**src/rtl/alu_pkg.sv**
```systemverilog
// Shared definitions for the ALU issue stage: ALUFun codes, MIPS opcode and
// funct values, the packed issue word carried through the skid buffer, and
// immediate-extension helpers.
package alu_pkg;

  // ALUFun codes
  localparam logic [5:0] ALU_ADD   = 6'b000000;
  localparam logic [5:0] ALU_SUB   = 6'b000001;
  localparam logic [5:0] ALU_AND   = 6'b011000;
  localparam logic [5:0] ALU_OR    = 6'b011110;
  localparam logic [5:0] ALU_XOR   = 6'b010110;
  localparam logic [5:0] ALU_NOR   = 6'b010001;
  localparam logic [5:0] ALU_PASSA = 6'b011010;
  localparam logic [5:0] ALU_SLL   = 6'b100000;
  localparam logic [5:0] ALU_SRL   = 6'b100001;
  localparam logic [5:0] ALU_SRA   = 6'b100011;
  localparam logic [5:0] ALU_EQ    = 6'b110011;
  localparam logic [5:0] ALU_NEQ   = 6'b110001;
  localparam logic [5:0] ALU_LT    = 6'b110101;
  localparam logic [5:0] ALU_LEZ   = 6'b111101;
  localparam logic [5:0] ALU_GEZ   = 6'b111001;
  localparam logic [5:0] ALU_GTZ   = 6'b111111;

  // Opcodes
  localparam logic [5:0] OP_RTYPE  = 6'h00;
  localparam logic [5:0] OP_REGIMM = 6'h01;
  localparam logic [5:0] OP_BEQ    = 6'h04;
  localparam logic [5:0] OP_BNE    = 6'h05;
  localparam logic [5:0] OP_BLEZ   = 6'h06;
  localparam logic [5:0] OP_BGTZ   = 6'h07;
  localparam logic [5:0] OP_ADDI   = 6'h08;
  localparam logic [5:0] OP_ADDIU  = 6'h09;
  localparam logic [5:0] OP_SLTI   = 6'h0a;
  localparam logic [5:0] OP_SLTIU  = 6'h0b;
  localparam logic [5:0] OP_ANDI   = 6'h0c;
  localparam logic [5:0] OP_ORI    = 6'h0d;
  localparam logic [5:0] OP_XORI   = 6'h0e;
  localparam logic [5:0] OP_LUI    = 6'h0f;
  localparam logic [5:0] OP_LW     = 6'h23;
  localparam logic [5:0] OP_SW     = 6'h2b;

  // REGIMM rt selector for bgez
  localparam logic [4:0] RT_BGEZ   = 5'd1;

  // R-type funct codes
  localparam logic [5:0] FN_SLL    = 6'h00;
  localparam logic [5:0] FN_SRL    = 6'h02;
  localparam logic [5:0] FN_SRA    = 6'h03;
  localparam logic [5:0] FN_SLLV   = 6'h04;
  localparam logic [5:0] FN_SRLV   = 6'h06;
  localparam logic [5:0] FN_SRAV   = 6'h07;
  localparam logic [5:0] FN_JR     = 6'h08;
  localparam logic [5:0] FN_ADD    = 6'h20;
  localparam logic [5:0] FN_ADDU   = 6'h21;
  localparam logic [5:0] FN_SUB    = 6'h22;
  localparam logic [5:0] FN_SUBU   = 6'h23;
  localparam logic [5:0] FN_AND    = 6'h24;
  localparam logic [5:0] FN_OR     = 6'h25;
  localparam logic [5:0] FN_XOR    = 6'h26;
  localparam logic [5:0] FN_NOR    = 6'h27;
  localparam logic [5:0] FN_SLT    = 6'h2a;
  localparam logic [5:0] FN_SLTU   = 6'h2b;

  typedef struct packed {
    logic [31:0] in1;
    logic [31:0] in2;
    logic [5:0]  alufun;
    logic        sign;
    logic [4:0]  wr_reg;
    logic        reg_write;
    logic        illegal;
  } issue_word_t;

  function automatic logic [31:0] sext16(input logic [15:0] imm);
    return {{16{imm[15]}}, imm};
  endfunction

  function automatic logic [31:0] zext16(input logic [15:0] imm);
    return {16'b0, imm};
  endfunction

endpackage

```
**src/rtl/alu_issue_skid.sv**
```systemverilog
// Two-entry valid/ready skid buffer over an opaque word, with flush.
// in_ready is registered: it reflects "at most one entry occupied" after the
// current edge's push/pop, so there is no combinational out_ready->in_ready path.
// While empty, out_data presents RESET_WORD.
// Ports: clk, reset (sync, active-high), flush, in_valid/in_ready/in_data,
//        out_valid/out_ready/out_data.
module alu_issue_skid #(
  parameter int unsigned      WIDTH      = 78,
  parameter int unsigned      DEPTH      = 2,
  parameter logic [WIDTH-1:0] RESET_WORD = '0
) (
  input  logic             clk,
  input  logic             reset,
  input  logic             flush,
  input  logic             in_valid,
  output logic             in_ready,
  input  logic [WIDTH-1:0] in_data,
  output logic             out_valid,
  input  logic             out_ready,
  output logic [WIDTH-1:0] out_data
);

  localparam logic [1:0] FULL = 2'(DEPTH);

  logic [WIDTH-1:0] mem0;   // head
  logic [WIDTH-1:0] mem1;
  logic [1:0]       count;
  logic             ready_q;
  logic             push;
  logic             pop;

  assign push      = in_valid & ready_q;
  assign pop       = (count != 2'd0) & out_ready;
  assign in_ready  = ready_q;
  assign out_valid = (count != 2'd0);
  assign out_data  = out_valid ? mem0 : RESET_WORD;

  always_ff @(posedge clk) begin
    if (reset) begin
      count   <= '0;
      ready_q <= 1'b1;
      mem0    <= RESET_WORD;
      mem1    <= RESET_WORD;
    end else if (flush) begin
      count   <= '0;
      ready_q <= 1'b1;
    end else begin
      case ({push, pop})
        2'b10: begin
          if (count == 2'd0) mem0 <= in_data;
          else               mem1 <= in_data;
          count   <= count + 2'd1;
          ready_q <= ((count + 2'd1) != FULL);
        end
        2'b01: begin
          mem0    <= mem1;
          count   <= count - 2'd1;
          ready_q <= 1'b1;
        end
        2'b11: begin
          // Occupancy unchanged; the new word lands behind whatever remains.
          if (count == FULL) begin
            mem0 <= mem1;
            mem1 <= in_data;
          end else begin
            mem0 <= in_data;
          end
          ready_q <= (count != FULL);
        end
        default: ;
      endcase
    end
  end

endmodule

```
**src/rtl/alu_issue_stage.sv**
```systemverilog
// ID->EX issue stage: decodes one MIPS instruction per accepted transfer into
// ALU operands and control (in1, in2, ALUFun, sign) plus writeback info, and
// queues the result in a 2-entry skid buffer feeding EX.
// Ports: clk, reset (sync, active-high); upstream id_valid/id_ready with
//        id_instr, id_rs_data, id_rt_data; flush; downstream ex_valid/ex_ready
//        with ex_in1, ex_in2, ex_alufun, ex_sign, ex_wr_reg, ex_reg_write,
//        ex_illegal.
module alu_issue_stage
  import alu_pkg::*;
#(
  parameter int unsigned DEPTH        = 2,
  parameter logic [5:0]  RESET_ALUFUN = 6'b000000
) (
  input  logic        clk,
  input  logic        reset,
  input  logic        id_valid,
  output logic        id_ready,
  input  logic [31:0] id_instr,
  input  logic [31:0] id_rs_data,
  input  logic [31:0] id_rt_data,
  input  logic        flush,
  output logic        ex_valid,
  input  logic        ex_ready,
  output logic [31:0] ex_in1,
  output logic [31:0] ex_in2,
  output logic [5:0]  ex_alufun,
  output logic        ex_sign,
  output logic [4:0]  ex_wr_reg,
  output logic        ex_reg_write,
  output logic        ex_illegal
);

  localparam int unsigned W = $bits(issue_word_t);
  localparam issue_word_t RESET_WORD = '{
    in1: '0, in2: '0, alufun: RESET_ALUFUN, sign: 1'b0,
    wr_reg: '0, reg_write: 1'b0, illegal: 1'b0
  };

  logic [5:0]  op;
  logic [4:0]  rt;
  logic [4:0]  rd;
  logic [4:0]  shamt;
  logic [5:0]  funct;
  logic [15:0] imm;
  issue_word_t dec;
  issue_word_t head;
  logic        unused_rs;

  assign op    = id_instr[31:26];
  assign rt    = id_instr[20:16];
  assign rd    = id_instr[15:11];
  assign shamt = id_instr[10:6];
  assign funct = id_instr[5:0];
  assign imm   = id_instr[15:0];

  // The rs field is not needed: its value arrives already forwarded.
  assign unused_rs = &{1'b0, id_instr[25:21]};

  always_comb begin
    dec           = '0;
    dec.in1       = id_rs_data;
    dec.in2       = id_rt_data;
    dec.alufun    = ALU_ADD;
    dec.sign      = 1'b0;
    dec.wr_reg    = rt;
    dec.reg_write = 1'b0;
    dec.illegal   = 1'b0;

    case (op)
      OP_RTYPE: begin
        dec.wr_reg    = rd;
        dec.reg_write = 1'b1;
        case (funct)
          FN_ADD:  begin dec.alufun = ALU_ADD; dec.sign = 1'b1; end
          FN_ADDU: dec.alufun = ALU_ADD;
          FN_SUB:  begin dec.alufun = ALU_SUB; dec.sign = 1'b1; end
          FN_SUBU: dec.alufun = ALU_SUB;
          FN_AND:  dec.alufun = ALU_AND;
          FN_OR:   dec.alufun = ALU_OR;
          FN_XOR:  dec.alufun = ALU_XOR;
          FN_NOR:  dec.alufun = ALU_NOR;
          FN_SLT:  begin dec.alufun = ALU_LT; dec.sign = 1'b1; end
          FN_SLTU: dec.alufun = ALU_LT;
          FN_SLL:  begin dec.alufun = ALU_SLL; dec.in1 = {27'b0, shamt}; end
          FN_SRL:  begin dec.alufun = ALU_SRL; dec.in1 = {27'b0, shamt}; end
          FN_SRA:  begin dec.alufun = ALU_SRA; dec.in1 = {27'b0, shamt}; end
          FN_SLLV: dec.alufun = ALU_SLL;
          FN_SRLV: dec.alufun = ALU_SRL;
          FN_SRAV: dec.alufun = ALU_SRA;
          FN_JR:   begin dec.alufun = ALU_PASSA; dec.reg_write = 1'b0; end
          default: dec.illegal = 1'b1;
        endcase
      end
      OP_ADDI:  begin dec.in2 = sext16(imm); dec.sign = 1'b1; dec.reg_write = 1'b1; end
      OP_ADDIU: begin dec.in2 = sext16(imm); dec.reg_write = 1'b1; end
      OP_SLTI:  begin
        dec.in2 = sext16(imm); dec.alufun = ALU_LT; dec.sign = 1'b1; dec.reg_write = 1'b1;
      end
      OP_SLTIU: begin dec.in2 = sext16(imm); dec.alufun = ALU_LT; dec.reg_write = 1'b1; end
      OP_ANDI:  begin dec.in2 = zext16(imm); dec.alufun = ALU_AND; dec.reg_write = 1'b1; end
      OP_ORI:   begin dec.in2 = zext16(imm); dec.alufun = ALU_OR;  dec.reg_write = 1'b1; end
      OP_XORI:  begin dec.in2 = zext16(imm); dec.alufun = ALU_XOR; dec.reg_write = 1'b1; end
      OP_LUI:   begin
        dec.in1 = {imm, 16'b0}; dec.in2 = zext16(imm); dec.alufun = ALU_PASSA; dec.reg_write = 1'b1;
      end
      OP_LW:    begin dec.in2 = sext16(imm); dec.sign = 1'b1; dec.reg_write = 1'b1; end
      OP_SW:    begin dec.in2 = sext16(imm); dec.sign = 1'b1; end
      OP_BEQ:   begin dec.alufun = ALU_EQ;  dec.sign = 1'b1; end
      OP_BNE:   begin dec.alufun = ALU_NEQ; dec.sign = 1'b1; end
      OP_BLEZ:  begin dec.alufun = ALU_LEZ; dec.sign = 1'b1; dec.in2 = '0; end
      OP_BGTZ:  begin dec.alufun = ALU_GTZ; dec.sign = 1'b1; dec.in2 = '0; end
      OP_REGIMM: begin
        if (rt == RT_BGEZ) begin
          dec.alufun = ALU_GEZ; dec.sign = 1'b1; dec.in2 = '0;
        end else begin
          dec.illegal = 1'b1;
        end
      end
      default: dec.illegal = 1'b1;
    endcase

    if (dec.illegal) begin
      dec.alufun    = ALU_ADD;
      dec.sign      = 1'b0;
      dec.wr_reg    = '0;
      dec.reg_write = 1'b0;
    end
    if (dec.wr_reg == 5'd0) dec.reg_write = 1'b0;
  end

  alu_issue_skid #(
    .WIDTH      (W),
    .DEPTH      (DEPTH),
    .RESET_WORD (RESET_WORD)
  ) u_skid (
    .clk       (clk),
    .reset     (reset),
    .flush     (flush),
    .in_valid  (id_valid),
    .in_ready  (id_ready),
    .in_data   (dec),
    .out_valid (ex_valid),
    .out_ready (ex_ready),
    .out_data  (head)
  );

  assign ex_in1       = head.in1;
  assign ex_in2       = head.in2;
  assign ex_alufun    = head.alufun;
  assign ex_sign      = head.sign;
  assign ex_wr_reg    = head.wr_reg;
  assign ex_reg_write = head.reg_write;
  assign ex_illegal   = head.illegal;

endmodule

```
**config.mk**
```make
export PLATFORM = sky130hd
export DESIGN_NAME = alu_issue_stage
export DESIGN_NICKNAME = d
export VERILOG_FILES = /design/src/rtl/alu_pkg.sv /design/src/rtl/alu_issue_skid.sv /design/src/rtl/alu_issue_stage.sv
export SDC_FILE = /design/constraint.sdc
export NUM_CORES = 1
export LEC_CHECK = 0
export CORE_ASPECT_RATIO = 1.2
export CORE_MARGIN = 10
export CORE_UTILIZATION = 51
export CTS_CLUSTER_SIZE = 28
export DETAILED_ROUTE_END_ITERATION = 7
export PLACE_DENSITY_LB_ADDON = 0.1
export SYNTH_ARGS = -nofsm -noshare
export SYNTH_HDL_FRONTEND = slang
export SYNTH_SLANG_ARGS = --single-unit
```
**constraint.sdc**
```tcl
create_clock -name clk -period 3.89 [get_ports clk]
set_input_delay 0.778 -clock clk [delete_from_list [all_inputs] [get_ports clk]]
set_output_delay 0.778 -clock clk [all_outputs]
set_load 0.02 [all_outputs]
```
==> results of run 1 <==
==> logic make-up (layout without fill, tap and decap cells) <==
logic type      count (synthesis)  in the layout  share of synthesized area [%]
compound gates                260            260                           24.5
flops                         159            159                           39.0
fa+ha+maj                       6              6                          0.920
xor+xnor                        3              3                          0.322
buf+inv                       119            255                           6.16
simple gates                  468            468                           28.1
mux                             8              8                          0.981
==> state kept, by name (all words and copies together) (netlist names) <==
signal and flops:
u_skid.count 2, u_skid.in_ready 1, u_skid.mem0 78, u_skid.mem1 78
==> worst paths after layout <==
check                                      from         endpoint  cells past startpoint
worst max register to register  u_skid.count[0]  u_skid.mem0[74]                     11
worst max-delay path            u_skid.count[0]     ex_alufun[0]                      5
worst min register to register  u_skid.mem1[53]  u_skid.mem1[53]                      2
worst min-delay path            u_skid.mem1[53]  u_skid.mem1[53]                      2
==> cell usage in the layout (no fill, tap or decap), drive strengths merged, types with 31 or more instances in the layout <==
cell,synthesis,layout
nor2b,85,85
nor3,81,81
a211oi,31,31
nand3,50,50
nor2,147,147
a21oi,46,46
a221oi,64,64
clkdlybuf4s50,0,174
dfxtp,159,159
buf,20,39
nand2,63,63
==> metrics by stage <==
step,cells,hold slack [ps],setup slack [ps]
after floorplan,1023,432,1150
after CTS,1367,454,829
final,1367,457,815
after detailed placement,1335,445,488
after global routing,1367,466,713
after global placement,1335,438,558
==> routing by layer <==
layer / track usage [%] / part of all wire [%]
met2: 41.5 / 49
met3: 5.71 / 8.0
met4: 9.14 / 2.3
met1: 29.3 / 41
met5: 0 / 0
==> cell type report <==
type | instances | area [um2] | share of cell area [%]
flip-flops and latches | 159 | 3180 | 29.8
clock buffers | 20 | 457 | 4.28
multi-input cells | 745 | 4520 | 42.3
well taps | 208 | 260 | 2.44
clock inverters | 12 | 110 | 1.03
repair buffers | 213 | 2110 | 19.8
inverters | 10 | 37.5 | 0.352
==> synth_stat cells (all sizes together) (3+ instances only) <==
| library cell | n |
|---|---|
| nand3b | 8 |
| nor3 | 81 |
| nor4 | 3 |
| o211ai | 3 |
| ha | 6 |
| mux2i | 8 |
| nor2 | 147 |
| nand3 | 50 |
| a211oi | 31 |
| a221o | 16 |
| nand2 | 63 |
| nor2b | 85 |
| a21oi | 46 |
| dfxtp | 159 |
| o31ai | 7 |
| o21ai | 11 |
| inv | 10 |
| nand2b | 9 |
| buf | 20 |
| and3b | 3 |
| a21boi | 7 |
| o32ai | 8 |
| a21o | 3 |
| a31oi | 18 |
| a221oi | 64 |
| a311oi | 26 |
| clkbuf | 89 |
| nand4 | 3 |
==> worst max-delay path, stage by stage (launching register included) <==
cell and delay, ps:
dfxtp_1 360, inv_1 90, ha_2 210, buf_12 200
nor2b_1 280, clkdlybuf4s50_1 670
==> power groups by stage <==
stage          Clock (W)  Sequential (W)  Combinational, W
3_5_place_dp           0         0.00187          0.000879
2_1_floorplan          0         0.00185          0.000546
5_1_grt          0.00169         0.00185          0.000966
3_3_place_gp           0         0.00186          0.000866
4_1_cts          0.00163         0.00183          0.000885
6_report         0.00162         0.00183          0.000885
==> results.md, run 1 <==
* Run status: complete, no violations
* Worst clock skew at between 6 and 7 ps
* CP endpoint kind: primary output
* Logic pwr share at between 20 and 25%
* Initial core utilization at a little over half
* Setup Total Neg Slack at 0 ps
* Antenna Cells at 0
* Initial DRC Count at around 760
* Core Area at 15600 um2
* IO buf count at roughly 180
* Initial antenna violation count at 0
* Arrival time worst endpoint at about 2300 ps
* DRC errors left at 0
* H-Tree Depth at 4
* Clock power frac at a little under two fifths
* Cell internal pwr at 0.00306 W
* RSZ-0062 raised after global routing: no
* Fin nets at 1253
* Final total power at 0.00434 W
* CTS sink count at 159
* Syn Inst Count at ~1000
* Max_slew headroom at 32.2%
* Yosys cell types at 65
* Worst slew pin tran at 1020 ps
* Placement row count at 50
* Final setup vio count at 0
* Gr usage total at approximately 24%
* Sequential-to-total area share from yosys stat at 39.0%
* Sw frac at 29.4%
* Layout area overhead at 30.8%
* Area contributors post-synth: dfxtp_1, nor2_1, a221oi_1
* Clk_lat worst skew at 430 ps
* Post-synth top area cell: dfxtp_1
* Setup Buffers After CTS at 0
* Synthesized Nets at ~1100
* Post-synth top area share at 39.0%
* Die Width at 135 um
* Global-route wire length before repair at 42.6 mm
* Clock-pin slew on the worst setup and hold paths at 70 ps
* Max Slew Vio Count at 0
* Sequential fraction of design power at a little over two fifths
* Via density at 6.07
* CTS tree: built
* Mapped Avg Cell Area at 7.98 um2
* Psw at 0.00128 W
* Yosys reg bits at 159
* Period utilization at 79.1%
* CTS root buffer: clkbuf_16
* Hold-fix buffers, CTS at 0
* 1st-pass router iterations at 6
* HP Class: flop to flop
* CP Launch Type: flop
* Gpl congestion at 0.914
* Max FO, Critical Path at 81
* Routed WL at 26.9 mm
* Fin area at around 11000 um2
* Pwr Density at 406 nW/um2
* Pleak at 3.74 nW
* Vias post-DR at roughly 8300
* Final ANT Viol Nets at 0
* Ys async rst share at 0%
* Tmin final at 3080 ps
* Post-DP HPWL at 17.8 mm
* Die area at 21500 um2
* Maximum VDD drop at 0.000268 V
* # IOs at 181
* Die Ht at around 160 um
* Max Cap Viol at 0
* GRT overflow at 0
* TritonCTS buffer count at 17
* Util after Layout at roughly two thirds
* Vias in the first global route at 8086
* Fmax at 325 MHz
* Post-synth top flop: dfxtp_1
* Routed length per placed instance at 19.7 um
* PostCTS Resize Cnt at 0
* Layout cell share with drive strength beyond 1 at 7.68%
* Synthesized area at 8160 um2
* Fill cells at 1330
* Number of synthesized flops with an enable pin at 0
* YS warnings at 0
* Final Hold Fails at 0
* Clock tree buffer depth at 2
* WS Path Type: flop to primary output
* Cell Area, Placed at 10100 um2
* Largest net degree at the start of global routing at 95
* R2r setup slk at 950 ps
* Worst EP required at 3110 ps
Note: power is estimated with default switching activity, not from simulation.
==> run 2, diff against run 1 <==
==> constraint.sdc (replaced) <==
create_clock -name clk -period 3.2 [get_ports clk]
set_input_delay 0.64 -clock clk [delete_from_list [all_inputs] [get_ports clk]]
set_output_delay 0.64 -clock clk [all_outputs]
set_load 0.02 [all_outputs]
==> run 2 against run 1 <==
Against the previous run: die area stayed put; sequential power is 22% higher; worst setup slack worse by 470 ps; highest routed layer unchanged; total power is 25% higher; clock power is 30% higher.
==> results.md, run 2 (synthesis results as in run 1) <==
* Vias post-DR at between 8000 and 9000
* Setup Buffers After CTS at 0
* Final setup vio count at 0
* GRT overflow at 0
* Final total power at 0.00544 W
* Routed WL at roughly 27 mm
* IO buf count at 175
* CP endpoint kind: primary output
* H-Tree Depth at 4
* Worst slew pin tran at between 1000 and 1500 ps
* PostCTS Resize Cnt at 0
* Initial antenna violation count at 0
* Commonest non-fill, non-tap cell in the layout: clkdlybuf4s50_1
* Layout area overhead at 33.8%
* Placement row count at 50
* Max FO, Critical Path at 81
* Antenna Cells at 0
* HP Class: flop to flop
* Tmin final at 2860 ps
* Area occupied by multi-input gates at 4520 um2
* Pwr Density at 498 nW/um2
* Largest net degree at the start of global routing at 82
* DRC errors left at 0
* Post-DP HPWL at around 19 mm
* Max Slew Vio Count at 0
* Fmax at 350 MHz
* Initial DRC Count at 953
* Arrival time worst endpoint at roughly 2200 ps
* Initial core utilization at between 50% and 60%
* Worst clock skew at between 5 and 6 ps
* WS Path Type: flop to primary output
* Die area at roughly 21000 um2
* Setup Total Neg Slack at 0 ps
* CTS tree: built
* Fin nets at 1276
* Clk_lat worst skew at 420 ps
* RSZ-0062 raised after global routing: no
* TritonCTS buffer count at 17
* Largest regs: u_skid.mem0 (78), u_skid.mem1 (78), u_skid.count (2)
* Routed length per placed instance at 19.7 um
* Most frequent cells in the layout: clkdlybuf4s50_1, dfxtp_1, nor2_1, nor2b_1, nor3_1
* Worst EP required at 2560 ps
* Final Hold Fails at 0
* Die Ht at 159 um
* CTS sink count at 159
* Fill cells at 1348
* CP Launch Type: flop
* Clock-pin slew on the worst setup and hold paths at 70 ps
* Max Cap Viol at 0
* Maximum VDD drop at roughly 0.00048 V
* Via density at 6.06
* Register area at 3180 um2
* Clock tree buffer depth at 2
* Pleak at 3.88 nW
* Core Area at 15600 um2
* Max_slew headroom at 13.4%
* Gr usage total at approximately a quarter
* Layout cell share with drive strength beyond 1 at 9.31%
* Hold-fix buffers, CTS at 0
* Fin cells at 1389
* Gpl congestion at between 0.9 and 1
* Final ANT Viol Nets at 0
* CTS root buffer: clkbuf_16
* Vias in the first global route at 8030
* # IOs at 181
* Period utilization at 89.4%
* Run status: complete, no violations
* 1st-pass router iterations at 6
* Global-route wire length before repair at about 43 mm
* Die Width at 135 um
* Dpl cells at 1358
-- run 2: final timing paths --
| kind | startpoint | end | slack [ps] | depth (start not counted) |
|---|---|---|---|---|
| max | u_skid.count[0] | ex_in1[20] | 340 | 5 |
| max reg2reg | u_skid.count[0] | u_skid.mem0[62] | 340 | 10 |
| min | u_skid.mem1[57] | u_skid.mem1[57] | 450 | 2 |
| min reg2reg | u_skid.mem1[57] | u_skid.mem1[57] | 450 | 2 |
-- run 2: worst max-delay path: stages, from the launching register on --
cell and delay (ps):
dfxtp_1 360, inv_1 100, ha_2 220, buf_12 220, nor2b_1 220, clkdlybuf4s50_1 640
-- run 2: cell type report --
class	count	share of cell area [%]
well taps	208	2.38
multi-input cells	745	41.4
clock inverters	11	1.43
flip-flops and latches	159	29.1
inverters	10	0.344
clock buffers	20	4.09
repair buffers	236	21.2
-- run 2: per-layer routing --
layer	vias up	share of wire [%]	track usage (%)
met2	408	48	41.3
met4	0	3.5	10.7
met3	63	8.7	5.45
li1	4031	-	-
met5	-	0	0
met1	3919	40	30.3
-- run 2: where the power goes --
group	switching (W)	internal (W)	total (W)
Clock	0.000847	0.00126	0.00210
Combinational	0.000622	0.000486	0.00111
Sequential	0.0000814	0.00215	0.00223
-- run 2: through the flow --
step	area, um2	hold WS, ps	util [%]	setup slack [ps]
after global placement	10300	438	66.0	-10.1
after CTS	10900	456	69.8	338
after global routing	10900	473	69.8	162
final	10900	454	69.8	340
after floorplan	8160	432	-	456
after detailed placement	10300	447	66.0	-27.8
